<file path="src/rtl/fixed_point_vec_scale.sv">
// Vector-by-scalar fixed-point scaler: one shared signed multiplier walks the vector one element per cycle.
// Define FIXED_POINT_VEC_SCALE_SATURATION_EN to clamp overflowing elements instead of wrapping them.

module fxp_scale_mul #(
  parameter int WIDTH     = 8,
  parameter int FRAC_BITS = 5
) (
  input  logic [WIDTH-1:0] a,
  input  logic [WIDTH-1:0] b,
  output logic [WIDTH-1:0] res,
  output logic             ovf
);
  logic signed [2*WIDTH-1:0] ax, bx, prod, shf;
  logic [WIDTH:0]            hi;

  assign ax   = {{WIDTH{a[WIDTH-1]}}, a};
  assign bx   = {{WIDTH{b[WIDTH-1]}}, b};
  assign prod = ax * bx;
  assign shf  = prod >>> FRAC_BITS;
  // Shifted product fits in WIDTH bits only if every bit above the result sign matches it.
  assign hi   = shf[2*WIDTH-1:WIDTH-1];
  assign ovf  = (|hi) && !(&hi);

`ifdef FIXED_POINT_VEC_SCALE_SATURATION_EN
  always_comb begin
    res = shf[WIDTH-1:0];
    if (ovf) res = shf[2*WIDTH-1] ? {1'b1, {(WIDTH-1){1'b0}}} : {1'b0, {(WIDTH-1){1'b1}}};
  end
`else
  assign res = shf[WIDTH-1:0];
`endif
endmodule

module fixed_point_vec_scale #(
  parameter int WIDTH       = 8,
  parameter int FRAC_BITS   = 5,
  parameter int NUM_OUTPUTS = 16
) (
  input  logic                         CLK,
  input  logic                         RSTN,
  input  logic [WIDTH-1:0]             SCALAR_IN,
  input  logic [NUM_OUTPUTS*WIDTH-1:0] VALUES_IN,
  input  logic                         VALID_IN,
  output logic                         BUSY_OUT,
  output logic [NUM_OUTPUTS*WIDTH-1:0] VALUES_OUT,
  output logic                         VALID_OUT,
  output logic                         OVERFLOW
);
  localparam int CW = $clog2(NUM_OUTPUTS);

  typedef enum logic {IDLE, MULTIPLY} state_t;

  state_t                              state_q, state_d;
  logic [CW-1:0]                       cnt_q;
  logic [WIDTH-1:0]                    scal_q;
  logic [NUM_OUTPUTS-1:0][WIDTH-1:0]   vals_q, work_q, work_nxt, out_q;
  logic                                vld_q, ovf_q;
  logic                                accept, last;
  logic [WIDTH-1:0]                    mul_res;
  logic                                mul_ovf;

  fxp_scale_mul #(.WIDTH(WIDTH), .FRAC_BITS(FRAC_BITS)) u_mul (
    .a   (scal_q),
    .b   (vals_q[cnt_q]),
    .res (mul_res),
    .ovf (mul_ovf)
  );

  always_comb begin
    state_d = state_q;
    accept  = 1'b0;
    last    = 1'b0;
    case (state_q)
      IDLE: if (VALID_IN) begin
        accept  = 1'b1;
        state_d = MULTIPLY;
      end
      MULTIPLY: if (cnt_q == CW'(NUM_OUTPUTS-1)) begin
        last    = 1'b1;
        state_d = IDLE;
      end
      default: state_d = IDLE;
    endcase
  end

  // Completion copies the slot set including the result being written this same edge.
  always_comb begin
    work_nxt        = work_q;
    work_nxt[cnt_q] = mul_res;
  end

  always_ff @(posedge CLK) begin
    if (!RSTN) begin
      state_q <= IDLE;
      cnt_q   <= '0;
      scal_q  <= '0;
      vals_q  <= '0;
      work_q  <= '0;
      out_q   <= '0;
      vld_q   <= 1'b0;
      ovf_q   <= 1'b0;
    end else begin
      state_q <= state_d;
      vld_q   <= last;
      if (accept) begin
        scal_q <= SCALAR_IN;
        vals_q <= VALUES_IN;
        cnt_q  <= '0;
        ovf_q  <= 1'b0;
      end
      if (state_q == MULTIPLY) begin
        work_q <= work_nxt;
        cnt_q  <= last ? '0 : cnt_q + 1'b1;
        if (mul_ovf) ovf_q <= 1'b1;
        if (last)    out_q <= work_nxt;
      end
    end
  end

  assign BUSY_OUT   = (state_q == MULTIPLY);
  assign VALUES_OUT = out_q;
  assign VALID_OUT  = vld_q;
  assign OVERFLOW   = ovf_q;
endmodule

</file>
<file path="config.mk">
export PLATFORM = sky130hd
export DESIGN_NAME = fixed_point_vec_scale
export DESIGN_NICKNAME = d
export VERILOG_FILES = /design/src/rtl/fixed_point_vec_scale.sv
export SDC_FILE = /design/constraint.sdc
export NUM_CORES = 1
export LEC_CHECK = 0
export ABC_AREA = 1
export CAP_MARGIN = 20
export CORE_UTILIZATION = 48
export DETAILED_ROUTE_END_ITERATION = 7
export MAX_ROUTING_LAYER = met4
export PLACE_DENSITY = 0.73
export SLEW_MARGIN = 20
export SYNTH_ARGS = -nofsm -noshare
export SYNTH_HDL_FRONTEND = slang
export SYNTH_SLANG_ARGS = --single-unit
</file>
<file path="constraint.sdc">
create_clock -name CLK -period 6.2 [get_ports CLK]
set_clock_uncertainty 0.15 [all_clocks]
set_input_delay 1.55 -clock CLK [delete_from_list [all_inputs] [get_ports CLK]]
set_output_delay 1.55 -clock CLK [all_outputs]
set_load 0.1 [all_outputs]
</file>
# [Word-level counts from Yosys, hierarchy flattened]
# Cells that the tools add are included.
[word_totals] regBits=399 inputBits=139 output_inout_bits=131 wordCells=83
[classes] add_sub_neg=1 multipliers=1 n_lt_le_gt_ge=2 n_eq_ne=1 muxes=17 n_bitwise=1 reduce_logical=7
[ops] cell="$bwmux 128" count=1
[ops] cell="$bmux 8 s4" count=1
[ops] cell="$demux 8 s4" count=1
[ops] cell="$mul 8x8->16" count=1
[ops] cell="$mux 8" count=2
[ops] cell="$mux 4" count=3
[ops] cell="$mux 1" count=8
[ops] cell="$lt 4x5->1 const B" count=1
[ops] cell="$add 4x1->4 const B" count=1
[ops] cell="$eq 4x4->1 const B" count=1
[ops] cell="$ge 4x1->1 const B" count=1
[ops] cell="$reduce_and 4->1" count=1
[ops] cell="$reduce_or 4->1" count=1
[ops] cell="$logic_and 1x1->1" count=2
[ops] cell="$pmux 1 s2" count=1
[ops] cell="$reduce_and 2->1" count=1
[ops] cell="$reduce_bool 2->1" count=1
[ops] cell="$logic_not 1->1" count=1
[ops] cell="$not 1->1" count=1

# [Logic depth before layout (Yosys ltp)]
[logic_depth] word_depth=8 depth_mapped=32 ltp_nobuf=29

# [Cells and area by module]
# Synthesis repeated with hierarchy kept, for this count alone.
[hier_totals] hier_cells=3061 area_unflattened_um2=20036.7
[by_module_without_submodules] mod="fixed_point_vec_scale" instances=1 cells_each=2649 area_each_um2=17254.0 seq_area_each_um2=7827.5
[by_module_without_submodules] mod="fxp_scale_mul" instances=1 cells_each=412 area_each_um2=2782.7 seq_area_each_um2=0.0

# [Worst setup path before layout]
# No wires, ideal clock.
[synth_timing] kind="reg-to-reg" startpoint="reg cnt_q[0]" endpoint="reg out_q (netlist bit VALUES_OUT[13])" setup_time_ps=109 t_arrival_ps=4958 slack_ps=983 path_stages_with_launch=31 n_path_buf=3 synth_period_minus_slack_ps=5217 path_cell_list="dfxtp_1 > inv_2 > buf_2 > buf_2 > o21ai_0 > o22ai_1 > nand2_1 > nand2_1 > nor2_1 > nor2_1 > fa_1 > inv_1 > fa_1 > inv_1 > fa_1 > inv_1 > fa_1 > inv_1 > ha_1 > nand2_1 > nand3_1 > nand2_1 > nand2_1 > or2_1 > nand2_1 > inv_2 > buf_2 > nand2_1 > nand3_1 > nand2_1 > inv_1"
[synth_between] elab_chain_len=5 word_cells_on_any_way=13 classes_between="mul (1); order compare (2); eq/ne (1); mux (7); reduce/logical (2)"
[synth_rtl] element="start: declaration" line="54" text="logic [CW-1:0] cnt_q;"
[synth_rtl] element="start signal: assignment" line="113" text="cnt_q <= last ? '0 : cnt_q + 1'b1;"
[synth_rtl] element="branches (longest 5 deep; another with $mul 8x8->16)"
[synth_rtl] element="end signal: assignment" line="115" text="if (last) out_q <= work_nxt;"
[synth_rtl] element="end: declaration" line="56" text="logic [NUM_OUTPUTS-1:0][WIDTH-1:0] vals_q, work_q, work_nxt, out_q;"
# Several ways; the timed one is not identified. The select of a mux whose other input is x is not followed.
# A chain may end at the register's enable or synchronous reset.

# [Final worst setup path]
[layout_timing] startpoint="reg cnt_q[1]" endpoint="reg work_q[99] (netlist bit)"
[layout_between] elab_chain_len=5 word_cells_on_any_way=9 classes_between="mul (1); order compare (2); mux (5); reduce/logical (1)"
[layout_rtl] element="branches (longest 4 deep; another with $mul 8x8->16)"
[layout_rtl] element="$bwmux 128 (*)" line="89" text="work_nxt[cnt_q] = mul_res;"
[layout_rtl] element="end signal: assignment" line="112" text="work_q <= work_nxt;"
[layout_rtl] element="end: declaration" line="56"
# Mark *: on every way between the ends. The select of a mux whose other input is x is not followed.

==> metrics.txt <==
ant diodes 0; Vias 18400; final worst path period need between 5000 and 6000 ps; Slew Limit Fails 0; first-pass GRT wire length 90.0 mm; antenna-violating nets left 0; cell row count 73; highest clock rate 171 MHz; switch share between 30% and 40%; sequential area share after synthesis 40.5%; cts repair resizes 0; max_slew headroom 22.2%; Hold Vio Cnt, Final 0; height of the die 203 um; Seq pwr share between 40% and 50%; Ys Warns 0; grt ovf 0; Layout area overhead 21.7%; Worst Path Class, Setup flop to flop; H-tree levels 2; compound-gate portion of the synthesized area about 18%; Setup WS post-layout 351 ps; final core utilization between 50% and 60%; Max VDD drop 202 uV; DP Worst Slack ~70 ps; deepest clock path buffer count 3; CTS Sinks roughly 390; Logic pwr share between 20% and 30%; P per Cell Area ~280 mW/mm2; initial antenna violation count 0; Post-Syn Area per Cell roughly 7 um2; Post-DP HPWL 39.1 mm; critical-path maximum fanout 17; pin count of the biggest net entering global routing 131; EDFF count, synth 0; Synth cell types between 40 and 50; CTS root buf clkbuf_16; area of the die 0.0410 mm2; Worst setup EP type flop; CP Launch Type flop; RSZ-0062 raised after global routing no; Setup Viol. Count Final 0; Tcrit/Tclk final a little over nine tenths; ys async rst share 0%; Critical Path RT 6520 ps; Synth Area in Simple Gates 23.7%; Lkg Pwr roughly 0.010 uW; CTS tree yes; cell count after placement ~3300; Vias/cell ~5.4; Initial Utilization just under 50%; num ports 270; post-synthesis adder-cell area fraction roughly 7.6%; IO buf count 269; Core ar. a little under 0.04 mm2; Die Span X 203 um; Worst-path clk slew roughly 60 ps; portion of netlist area occupied by mux cells 0%; Slew @ Worst Pin 1160 ps; Max-Cap Viols 0; Pwr Total between 6000 and 7000 uW; largest family of logic cells by synthesized area simple AND/OR/NAND/NOR gates; Non-Filler Instances between 3000 and 4000; Post-CTS Setup Bufs 0; router iterations before antenna repair 6; slowest stage cell, crit path fa_1; Buf+Inv Stages, Crit Path 8; Crit path max-delay family adder cells; Tightest Hold Check Type flop to flop; slowest stage delay, CP about 530 ps; drt total wl approximately 57 mm; Clock power frac between 30% and 40%; ratio of cells with drive above 1 in the final layout between 6 and 7%; DRC violations left 0; most numerous cell on the critical path inv_1; routability cong. 0.890; status finished, final reports clean; P_int 4500 uW; CTS Buf Count 42; vias in the first global route 17500; hold_buf cts 0; flops & latches, synth ~390; initial drt markers between 1000 and 1500; Worst-Skew Late Latency around 550 ps; Post-Syn Area around 0.019 mm2; post-synthesis net count around 2900; gr usage total 28.0%; fraction of synthesized cell area in xor and xnor cells less than 1%; most common flop cell mapped by yosys dfxtp_1; Setup TNS 0 ps; # nets final slightly above 3000; Post-Synthesis Cells between 2000 and 3000; Worst EP arrival 6170 ps; Switch Pwr 2170 uW; fillers approximately 3700; DR WL/cell approximately 17 um
## tightest hold or removal path: cells and delay by family (launching register included)
kind,cells,cell delay [ps]
and+or+nand+nor,1,60
AOI/OAI and AO/OA,1,60
DFF,1,310
## power groups by stage
stage | combinational [uW] | sequential (uW) | clock, uW
2_1_floorplan | 1120 | 2750 | 0
3_3_place_gp | 1530 | 2770 | 0
3_5_place_dp | 1550 | 2770 | 0
4_1_cts | 1560 | 2720 | 2400
5_1_grt | 1760 | 2730 | 2510
6_report | 1580 | 2720 | 2370
## layer usage
layer	global-route usage (%)	vias up	part of all wire, %
li1	-	8938	-
met1	36.2	8607	43
met2	44.7	697	47
met3	3.90	119	7.0
met4	10.0	0	3.3
met5	-	-	0
## registers in the layout, indices dropped and copies added, names as in the netlist
signal / count
BUSY_OUT: 1
OVERFLOW: 1
VALID_OUT: 1
VALUES_OUT: 128
cnt_q: 4
scal_q: 8
vals_q: 128
work_q: 120
## worst paths after layout
| path | slack [ps] | startpoint | cells after the start | end |
|---|---|---|---|---|
| worst max-delay path | 350 | cnt_q[1] | 26 | work_q[99] |
| worst min-delay path | 320 | work_q[27] | 2 | work_q[27] |
| worst max register to register | 350 | cnt_q[1] | 26 | work_q[99] |
| worst min register to register | 320 | work_q[27] | 2 | work_q[27] |
## logic make-up (layout without fill, tap and decap cells)
family	Yosys count	after routing
simple gates	1098	1098
compound gates	619	619
buf+inv	490	696
flops	391	391
fa+ha+maj	85	85
xor+xnor	4	4
## cells in the mapped netlist, drive strengths merged (2+ instances only)
cell    instances  share of area [%]
a211oi         23                1.3
a21oi          85                2.2
a31oi          16               0.52
buf            50                1.5
clkbuf        111                2.2
clkinv          2              0.045
dfxtp         391                 41
fa             54                5.6
ha             31                2.0
inv           327                6.4
nand2         350                6.9
nand3         103                2.9
nand3b          2              0.078
nand4           4               0.13
nor2          633                 13
nor3            2              0.052
o211ai         56                2.2
o21ai         399                 10
o21bai          2              0.078
o221ai          3               0.14
o22ai          32                1.0
or2             4               0.13
xor2            3               0.17
## layout by cell type, fill, tap and decap left out, types with 32 or more instances in the layout
cell,instances
a21oi_1,85
clkbuf_16,42
clkdlybuf4s50_1,268
dfxtp_1,389
fa_1,54
inv_1,294
nand2_1,345
nand3_1,93
nor2_1,607
o211ai_1,56
o21ai_0,342
o21ai_1,57
o22ai_1,32
## stage by stage
stage | hold slack [ps] | cell area, um2
6_report | 316 | 23500
5_1_grt | 336 | 23500
4_1_cts | 316 | 23500
3_5_place_dp | 303 | 22200
3_3_place_gp | 300 | 22200
2_1_floorplan | 289 | 19300
## final cells by class
| cell class | count | area (um2) | area share (%) |
|---|---|---|---|
| Clock inverter | 12 | 103 | 0.437 |
| Tap cell | 525 | 657 | 2.79 |
| Clock buffer | 60 | 1180 | 5.01 |
| Timing Repair Buffer | 295 | 2910 | 12.4 |
| Multi-Input combinational cell | 1806 | 9580 | 40.8 |
| Inverter | 329 | 1250 | 5.32 |
| Sequential cell | 391 | 7830 | 33.3 |
(Power assumes the default switching activity.)
